===== src/rtl/debounce_fsm_if.sv =====
// ============================================================================
// Module      : debounce_fsm_if
// Description : Switch-side and debounced-side signals of the debouncer.
// Revision    : 1.0 - initial release
// ============================================================================
`default_nettype none

interface debounce_fsm_if;
    logic sw;        // raw, bouncing, asynchronous switch level
    logic db_level;  // debounced level
    logic db_tick;   // one-cycle pulse on each debounced 0->1 transition

    modport master (
        output sw,
        input  db_level,
        input  db_tick
    );

    modport slave (
        input  sw,
        output db_level,
        output db_tick
    );
endinterface

`default_nettype wire


===== src/rtl/debounce_fsm.sv =====
// ============================================================================
// Module      : debounce_fsm
// Description : Switch debouncer; a new level must hold across three 2^N-cycle
//               sample ticks before it is accepted.
// Revision    : 1.0 - initial release
// ============================================================================
`default_nettype none

module debounce_fsm #(
    parameter int N = 19
) (
    input  wire logic     clk,
    input  wire logic     reset,
    debounce_fsm_if.slave bus
);

    typedef enum logic [2:0] {
        ZERO    = 3'd0,
        WAIT1_1 = 3'd1,
        WAIT1_2 = 3'd2,
        WAIT1_3 = 3'd3,
        ONE     = 3'd4,
        WAIT0_1 = 3'd5,
        WAIT0_2 = 3'd6,
        WAIT0_3 = 3'd7
    } state_t;

    logic         s1;
    logic         s2;
    logic         sw_s;
    logic [N-1:0] q;
    logic         m_tick;
    state_t       state;
    logic         level_reg;

    // Two-flop synchronizer: sw is asynchronous to clk.
    always_ff @(posedge clk or posedge reset) begin
        if (reset) begin
            s1 <= 1'b0;
            s2 <= 1'b0;
        end else begin
            s1 <= bus.sw;
            s2 <= s1;
        end
    end

    assign sw_s = s2;

    always_ff @(posedge clk or posedge reset) begin
        if (reset) begin
            q <= '0;
        end else begin
            q <= q + 1'b1;
        end
    end

    assign m_tick = &q;

    // level_reg is updated together with the state so it always equals the
    // Moore decode of the state register (1 in ONE and WAIT0_x).
    always_ff @(posedge clk or posedge reset) begin
        if (reset) begin
            state     <= ZERO;
            level_reg <= 1'b0;
        end else begin
            case (state)
                ZERO: begin
                    if (sw_s) begin
                        state <= WAIT1_1;
                    end
                end
                WAIT1_1: begin
                    if (!sw_s) begin
                        state <= ZERO;
                    end else if (m_tick) begin
                        state <= WAIT1_2;
                    end
                end
                WAIT1_2: begin
                    if (!sw_s) begin
                        state <= ZERO;
                    end else if (m_tick) begin
                        state <= WAIT1_3;
                    end
                end
                WAIT1_3: begin
                    if (!sw_s) begin
                        state <= ZERO;
                    end else if (m_tick) begin
                        state     <= ONE;
                        level_reg <= 1'b1;
                    end
                end
                ONE: begin
                    if (!sw_s) begin
                        state <= WAIT0_1;
                    end
                end
                WAIT0_1: begin
                    if (sw_s) begin
                        state <= ONE;
                    end else if (m_tick) begin
                        state <= WAIT0_2;
                    end
                end
                WAIT0_2: begin
                    if (sw_s) begin
                        state <= ONE;
                    end else if (m_tick) begin
                        state <= WAIT0_3;
                    end
                end
                WAIT0_3: begin
                    if (sw_s) begin
                        state <= ONE;
                    end else if (m_tick) begin
                        state     <= ZERO;
                        level_reg <= 1'b0;
                    end
                end
                default: begin
                    state     <= ZERO;
                    level_reg <= 1'b0;
                end
            endcase
        end
    end

    assign bus.db_level = level_reg;
    // Mealy pulse: high during the cycle that commits WAIT1_3 -> ONE, so it
    // leads the db_level rise by one cycle. Bounce (sw_s=0) wins over m_tick.
    assign bus.db_tick  = (state == WAIT1_3) && sw_s && m_tick;

endmodule

`default_nettype wire


===== src/flat_wrapper.sv =====
// flat-port wrapper written by rule: the top's interface ports become plain ports
module debounce_fsm_flat 
#(
    parameter int N = 19
)
  (clk, reset, bus_sw, bus_db_level, bus_db_tick);
  debounce_fsm_if bus_i ();
  input  wire logic clk;
  input  wire logic reset;
  input wire logic [$bits(bus_i.sw)-1:0] bus_sw;
  output wire logic [$bits(bus_i.db_level)-1:0] bus_db_level;
  output wire logic [$bits(bus_i.db_tick)-1:0] bus_db_tick;
  assign bus_i.sw = bus_sw;
  assign bus_db_level = bus_i.db_level;
  assign bus_db_tick = bus_i.db_tick;
  debounce_fsm #(.N(N)) u_core (.clk(clk), .reset(reset), .bus(bus_i));
endmodule

===== config.mk =====
export PLATFORM = sky130hd
export DESIGN_NAME = debounce_fsm_flat
export DESIGN_NICKNAME = d
export VERILOG_FILES = /design/src/rtl/debounce_fsm_if.sv /design/src/rtl/debounce_fsm.sv /design/src/flat_wrapper.sv
export SDC_FILE = /design/constraint.sdc
export NUM_CORES = 1
export LEC_CHECK = 0
export CORE_MARGIN = 2
export CORE_UTILIZATION = 55
export CTS_BUF_LIST = sky130_fd_sc_hd__clkbuf_8
export DETAILED_ROUTE_END_ITERATION = 10
export DONT_BUFFER_PORTS = 1
export PLACE_DENSITY = 0.74
export RECOVER_POWER = 100
export REMOVE_ABC_BUFFERS = 1
export SLEW_MARGIN = 20
export SYNTH_ARGS = -nofsm -noshare
export SYNTH_HDL_FRONTEND = slang
export SYNTH_SLANG_ARGS = --single-unit

===== constraint.sdc =====
create_clock -name clk -period 3.36 [get_ports clk]
set_input_delay 0.168 -clock clk [delete_from_list [all_inputs] [get_ports clk]]
set_output_delay 0.168 -clock clk [all_outputs]
set_load 0.01 [all_outputs]

==> results of run 1 <==
==> where the power goes <==
| part | total [mW] | internal [mW] | switching [mW] | leakage, nW |
|---|---|---|---|---|
| sequential | 0.304 | 0.302 | 0.00129 | 0.328 |
| clock | 0.185 | 0.0869 | 0.0983 | 0.0261 |
| combinational | 0.00881 | 0.00255 | 0.00626 | 0.206 |
==> area by class of cell <==
class | instances | area, um2
clock buffers | 3 | 41.3
clock inverters | 1 | 8.76
fillers | 163 | 731
inverters | 4 | 15.0
multi-input cells | 62 | 447
flip-flops and latches | 25 | 626
well taps | 27 | 33.8
repair buffers | 2 | 20.0
==> worst min-delay path by stage <==
stage                        start                               to  slack [ns]  depth (start not counted)
2_1_floorplan                reset  u_core.bus.db_level$_DFFE_PP0P_        0.20                          1
3_3_place_gp                bus_sw              u_core.s1$_DFF_PP0_        0.20                          0
3_5_place_dp                bus_sw              u_core.s1$_DFF_PP0_        0.20                          0
4_1_cts        u_core.s1$_DFF_PP0_              u_core.s2$_DFF_PP0_        0.36                          0
5_1_grt        u_core.s1$_DFF_PP0_              u_core.s2$_DFF_PP0_        0.38                          0
6_report       u_core.s1$_DFF_PP0_              u_core.s2$_DFF_PP0_        0.36                          0
==> kinds of logic (layout without fill, tap and decap cells) <==
family	count (synthesis)	count (layout)	synth area share [%]
xor gates and xnor gates	18	18	14.9
adders and majority gates	1	1	1.13
muxes	1	1	1.02
buffers and inverters	6	10	2.82
AOI/OAI and AO/OA	7	7	4.18
DFF	25	25	56.4
and+or+nand+nor	35	35	19.5
==> layout by cell type (no fill, tap or decap), types with 2 or more instances in the layout <==
cell type | netlist | layout
clkbuf_8 | 0 | 3
inv_1 | 4 | 4
xor2_1 | 4 | 4
and3_1 | 6 | 7
nand4_1 | 2 | 2
dlygate4sd3_1 | 0 | 2
nor4_1 | 2 | 2
dfrtp_1 | 25 | 25
xnor2_1 | 13 | 13
a21oi_1 | 3 | 3
nand3_1 | 10 | 10
and4_1 | 4 | 4
nand2_1 | 5 | 5
==> stage by stage <==
step                hold slack, ns  util, %
floorplan                    0.195        -
global placement             0.199     58.6
detailed placement           0.199     58.6
CTS                          0.363     62.2
global route                 0.375     62.0
finish                       0.357     62.0
==> per-layer routing <==
layer  share of wire (%)  global-route usage, %
met3                 4.8                   7.36
met5                   0                      0
met4                   0                   1.90
met1                  43                   21.1
met2                  52                   29.2
==> repair_timing <==
action,CTS,global route
setup endpoints to repair,0,0
hold endpoints to repair,17,0
hold buffers,2,0
==> critical path, stage by stage (launching register included) <==
cell	delay, ns
dfrtp_1	0.40
ha_1	0.21
and4_1	0.29
nand3_1	0.17
nor4_1	0.52
==> registers in the layout (all words and copies together) (netlist names) <==
signal and count:
u_core.bus.db_level 1, u_core.q 19, u_core.s1 1, u_core.s2 1
u_core.state 3
==> results.md, run 1 <==
- Clock sinks: 25
- CTS tree: done
- Arr. time, crit path: 1.86 ns
- Commonest cells in the synthesized netlist: dfrtp_1 (25), xnor2_1 (13), nand3_1 (10)
- Worst-case clock buffer depth: 2
- PostCTS Resize Cnt: 0
- Starting DRT DRC Count: 2
- N_diodes: 0
- Max_cap viols: 0
- R2R Setup Slk: ~1.6 ns
- Worst-margin pin slew: 0.900 ns
- Setup-failing EPs final: 0
- Avg Vias per Cell: 5.64
- Lkg Pwr: 0.560 nW
- RD Place Congestion: ~0.76
- Post-CTS setup buffer count: 0
- Netlist Area Pre-Place: between 0.001 and 0.0015 mm2
- Die width: roughly 49 um
- Port buffer count: 0
- End of the critical path: bus_db_tick
- DRC: 0
- DP Cell Count: 118
- Hold Fails Final Rpt: 0
- Reg2reg start: u_core.q[0]$_DFF_PP0_
- Worst r2r dst: u_core.state[0]$_DFFE_PP0P_
- Nets: 102
- Die ar.: 0.00239 mm2
- Vias in the first global route: about 750
- Largest net degree at the start of global routing: 26
- Final non-filler cell total: 124
- Period Utilization, post-route: about 60%
- Placed cell areas: 0.00113 mm2
- Status: completed
- Post-synth ARST share: 100%
- Core area: 0.00192 mm2
- Class of the worst hold path: flop to flop
- Total CTS buffers: 3
- WP data required: around 3.2 ns
- Post-synth EDFFs: 0
- Initial antenna violation count: 0
- Skew-Pair Late Insertion Delay: 0.27 ns
- Fin crit period: about 2.0 ns
- Share of layout cells above drive strength 1: 6.19%
- Crit. Startpoint: u_core.q[0]$_DFF_PP0_
- Fin Setup TNS: 0 ns
- Endpoint kind of the worst setup timing path: output port
- Pre-antenna DRT Iters: 4
- First-pass GRT wire length: roughly 3.2 mm
- Vias: 699
- R2R depth: 5
- Worst IR Drop VDD: around 440 uV
- H-Tree Depth: 1
- Worst-path fanout max: 5
- Worst Skew: 0.00511 ns
- RSZ-0062 raised after global routing: no
- HPWL after DPL: about 1.2 mm
- Root Buffer: clkbuf_8
- Area leader, netlist: dfrtp_1
- Final instance area: 0.00119 mm2
- Worst setup margin: 1.33 ns
- Mapped Cells: 93
- Main synth FF type: dfrtp_1
- Fmax: 0.492 GHz
- Worst-path clk slew: 0.09 ns
- Sequential share of the synthesized area: a little under three fifths
- Total wire length: 1.64 mm
- Netlist cell types: 26
- PD cells: 418 mW/mm2
- Final Slew Violations: 0
- Relative slew slack: 39.9%
- Pre-CTS setup slack: 1.61 ns
- CP Class: flop to output port
- I/O pin count: 5
- Avg Cell Area, Syn: 11.9 um2
- Yosys warns: 0
- Crit start category: flop
- Total power: 498 uW
- Most frequent cell after synthesis: dfrtp_1
- DRT antenna net count: 0
- Seq cells post-synth: 25
- Synth top area cells: dfrtp_1 (56%), xnor2_1 (10%), nand3_1 (4.5%)
- Area grow syn2layout: 7.45%
- FP Rows: 16
- GRT Residual Overflow: 0
- Post-synth top area share: 56.4%
- Die H: just under 50 um
- Initial core utilization: 57.7%
- Routed WL per cell: 13.2 um
- Overall Global Routing Usage: 17.2%
Note: power is estimated with default switching activity, not from simulation.
==> run 2, diff against run 1 <==
==> constraint.sdc (replaced) <==
create_clock -name clk -period 2.1 [get_ports clk]
set_input_delay 0.105 -clock clk [delete_from_list [all_inputs] [get_ports clk]]
set_output_delay 0.105 -clock clk [all_outputs]
set_load 0.01 [all_outputs]
==> run 2 against run 1 <==
Net effect: final cell count did not move; worst hold slack worse by 0.00099 ns; critical path depth unchanged; global-route usage is 1.2 points lower; count of clock-buffer cells in the layout is the same; non-clock buffer count unchanged; clock power rose by 49%; core utilization is 0.20 points lower; sequential power is 60% higher; wire length grew 2.0%; via count down 4.6%; combinational power up 61%; largest power group unchanged.
==> results.md, run 2 (synthesis gave the netlist of run 1 again) <==
- Total CTS buffers: 3 (unchanged)
- Cell Chain, Critical Path: ha_1, and4_1, nand3_1, nor4_1 (unchanged)
- Die H: 48.9 um (unchanged)
- Status: completed (unchanged)
- Fin Setup TNS: 0 ns (unchanged)
- Worst-case clock buffer depth: 2 (unchanged)
- Internal: 620 uW (was 392 uW)
- RD Place Congestion: 0.839 (was 0.758)
- DRC: 0 (unchanged)
- Initial antenna violation count: 0 (unchanged)
- Nets: 102 (unchanged)
- HPWL after DPL: 1.22 mm (was 1.23 mm)
- Relative slew slack: 43.1% (was 39.9%)
- Arr. time, crit path: 1.85 ns (was 1.86 ns)
- WP data required: 2.00 ns (was 3.19 ns)
- Largest regs: u_core.q (19), u_core.state (3) (unchanged)
- Sw Pwr: 155 uW (was 106 uW)
- Worst-margin pin slew: 0.848 ns (was 0.900 ns)
- Crit start category: flop (unchanged)
- Most frequent cells in the layout: dfrtp_1 (25), xnor2_1 (13), nand3_1 (10) (unchanged)
- RSZ-0062 raised after global routing: no (unchanged)
- Hold Fails Final Rpt: 0 (unchanged)
- Max_cap viols: 0 (unchanged)
- Total wire length: 1.67 mm (was 1.64 mm)
- Die width: 48.9 um (unchanged)
- Fmax: about 0.51 GHz
- Core area: 0.00192 mm2 (unchanged)
- Post-CTS setup buffer count: 0 (unchanged)
- H-Tree Depth: 1 (unchanged)
- Worst-path fanout max: 5 (unchanged)
- Clock sinks: 25 (unchanged)
- Largest net degree at the start of global routing: 26 (unchanged)
- Avg Vias per Cell: 5.38 (was 5.64)
- Crit path buf inv count: 0 (unchanged)
- Total power: 775 uW (was 498 uW)
- Lkg Pwr: 0.555 nW (was 0.560 nW)
- Fin crit period: ~2.0 ns
- N_diodes: 0 (unchanged)
- Setup-failing EPs final: 0 (unchanged)
- Area grow syn2layout: 7.11% (was 7.45%)
- Worst IR Drop VDD: 478 uV (was 438 uV)
- Max stage delay on crit path: 0.53 ns (was 0.52 ns)
- Endpoint kind of the worst setup timing path: output port (unchanged)
- Skew-Pair Late Insertion Delay: 0.26 ns (was 0.27 ns)
- Class of the worst hold path: primary input to asynchronous set/reset pin (was flop to flop)
- Die ar.: 0.00239 mm2 (unchanged)
- Overall Global Routing Usage: 16.0% (was 17.2%)
- Hold WS: 0.356 ns (was 0.357 ns)
- Largest delay share family, worst path: simple AND/OR/NAND/NOR gates (unchanged)
- Pre-antenna DRT Iters: 4 (unchanged)
- CTS tree: done (unchanged)
- Slowest-stage cell, CP: nor4_1 (unchanged)
- Hold Buf Count CTS: 2 (unchanged)
- Period Utilization, post-route: between 90 and 100%
- Initial core utilization: 57.7% (unchanged)
- DRT antenna net count: 0 (unchanged)
- FP Rows: 16 (unchanged)
- CP Class: flop to output port (unchanged)
- Layout filler cell count: 161 (was 163)
- Final Slew Violations: 0 (unchanged)
- Sw Share: 19.9% (was 21.3%)
- Clock share of power: 35.4% (was 37.2%)
- Register share of total power: 62.7% (was 61.0%)
- Combinational Power Share: 1.8% (about the same)
- I/O pin count: 5 (unchanged)
- Share of layout cells above drive strength 1: 7.22% (was 6.19%)
- PostCTS Resize Cnt: 0 (unchanged)
- Port buffer count: 0 (unchanged)
- Vias: 667 (was 699)
- PD cells: 652 mW/mm2 (was 418 mW/mm2)
- Number of flip-flops in the largest register: 19 (unchanged)
- Commonest non-fill, non-tap cell in the layout: dfrtp_1 (unchanged)
- Starting DRT DRC Count: 9 (was 2)
- Vias in the first global route: 673 (was 748)
- Largest register by flop count: u_core.q (unchanged)
- Routed WL per cell: 13.5 um (was 13.2 um)
- Worst-path clk slew: 0.08 ns (was 0.09 ns)
- First-pass GRT wire length: 2.92 mm (was 3.19 mm)
- Root Buffer: clkbuf_8 (unchanged)
- Worst Skew: 0.00350 ns (was 0.00511 ns)
- GRT Residual Overflow: 0 (unchanged)
==> run 2: worst paths after layout <==
check,cells past startpoint,end,start,slack (ns)
max in group asynchronous,2,u_core.q[14]$_DFF_PP0_,reset,1.35
min in group clk,0,u_core.s2$_DFF_PP0_,u_core.s1$_DFF_PP0_,0.36
max,4,bus_db_tick,u_core.q[0]$_DFF_PP0_,0.14
max reg2reg,5,u_core.state[2]$_DFFE_PP0P_,u_core.q[0]$_DFF_PP0_,0.36
min,2,u_core.q[7]$_DFF_PP0_,reset,0.36
min reg2reg,0,u_core.s2$_DFF_PP0_,u_core.s1$_DFF_PP0_,0.36
==> run 2: power by group through the flow <==
stage / sequential (mW) / combinational (mW) / clock (mW)
floorplan: 0.495 / 0.00937 / 0
global placement: 0.495 / 0.0119 / 0
detailed placement: 0.496 / 0.0120 / 0
CTS: 0.486 / 0.0149 / 0.279
global route: 0.487 / 0.0177 / 0.298
finish: 0.486 / 0.0142 / 0.275
==> run 2: worst register-to-register path, cell delays in order, from the launching register on <==
cell and delay, ns:
dfrtp_1 0.38, ha_1 0.21, and4_1 0.30, nand3_1 0.17
nor3_1 0.22, mux2_2 0.35
==> run 2: metal layers <==
metal | GRT usage [%] | share of wire [%]
met2 | 24.9 | 48
met1 | 22.7 | 49
met5 | 0 | 0
met4 | 5.71 | 0.42
met3 | 2.76 | 2.3
==> run 2: area by class of cell <==
cell class,instances,area [um2],area share [%]
flip-flops and latches,25,626,52.7
multi-input cells,62,447,37.6
clock buffers,3,41.3,3.48
well taps,27,33.8,2.85
repair buffers,2,20.0,1.69
inverters,4,15.0,1.26
clock inverters,1,5.00,0.421
==> run 2: through the flow <==
| stage | utilization (%) | instance area, um2 | setup slack (ns) | instances |
|---|---|---|---|---|
| floorplan | - | 1090 | 0.478 | 91 |
| global placement | 58.6 | 1130 | 0.417 | 118 |
| detailed placement | 58.6 | 1130 | 0.364 | 118 |
| CTS | 62.0 | 1190 | 0.137 | 124 |
| global route | 61.8 | 1190 | 0.0146 | 124 |
| finish | 61.8 | 1190 | 0.144 | 124 |
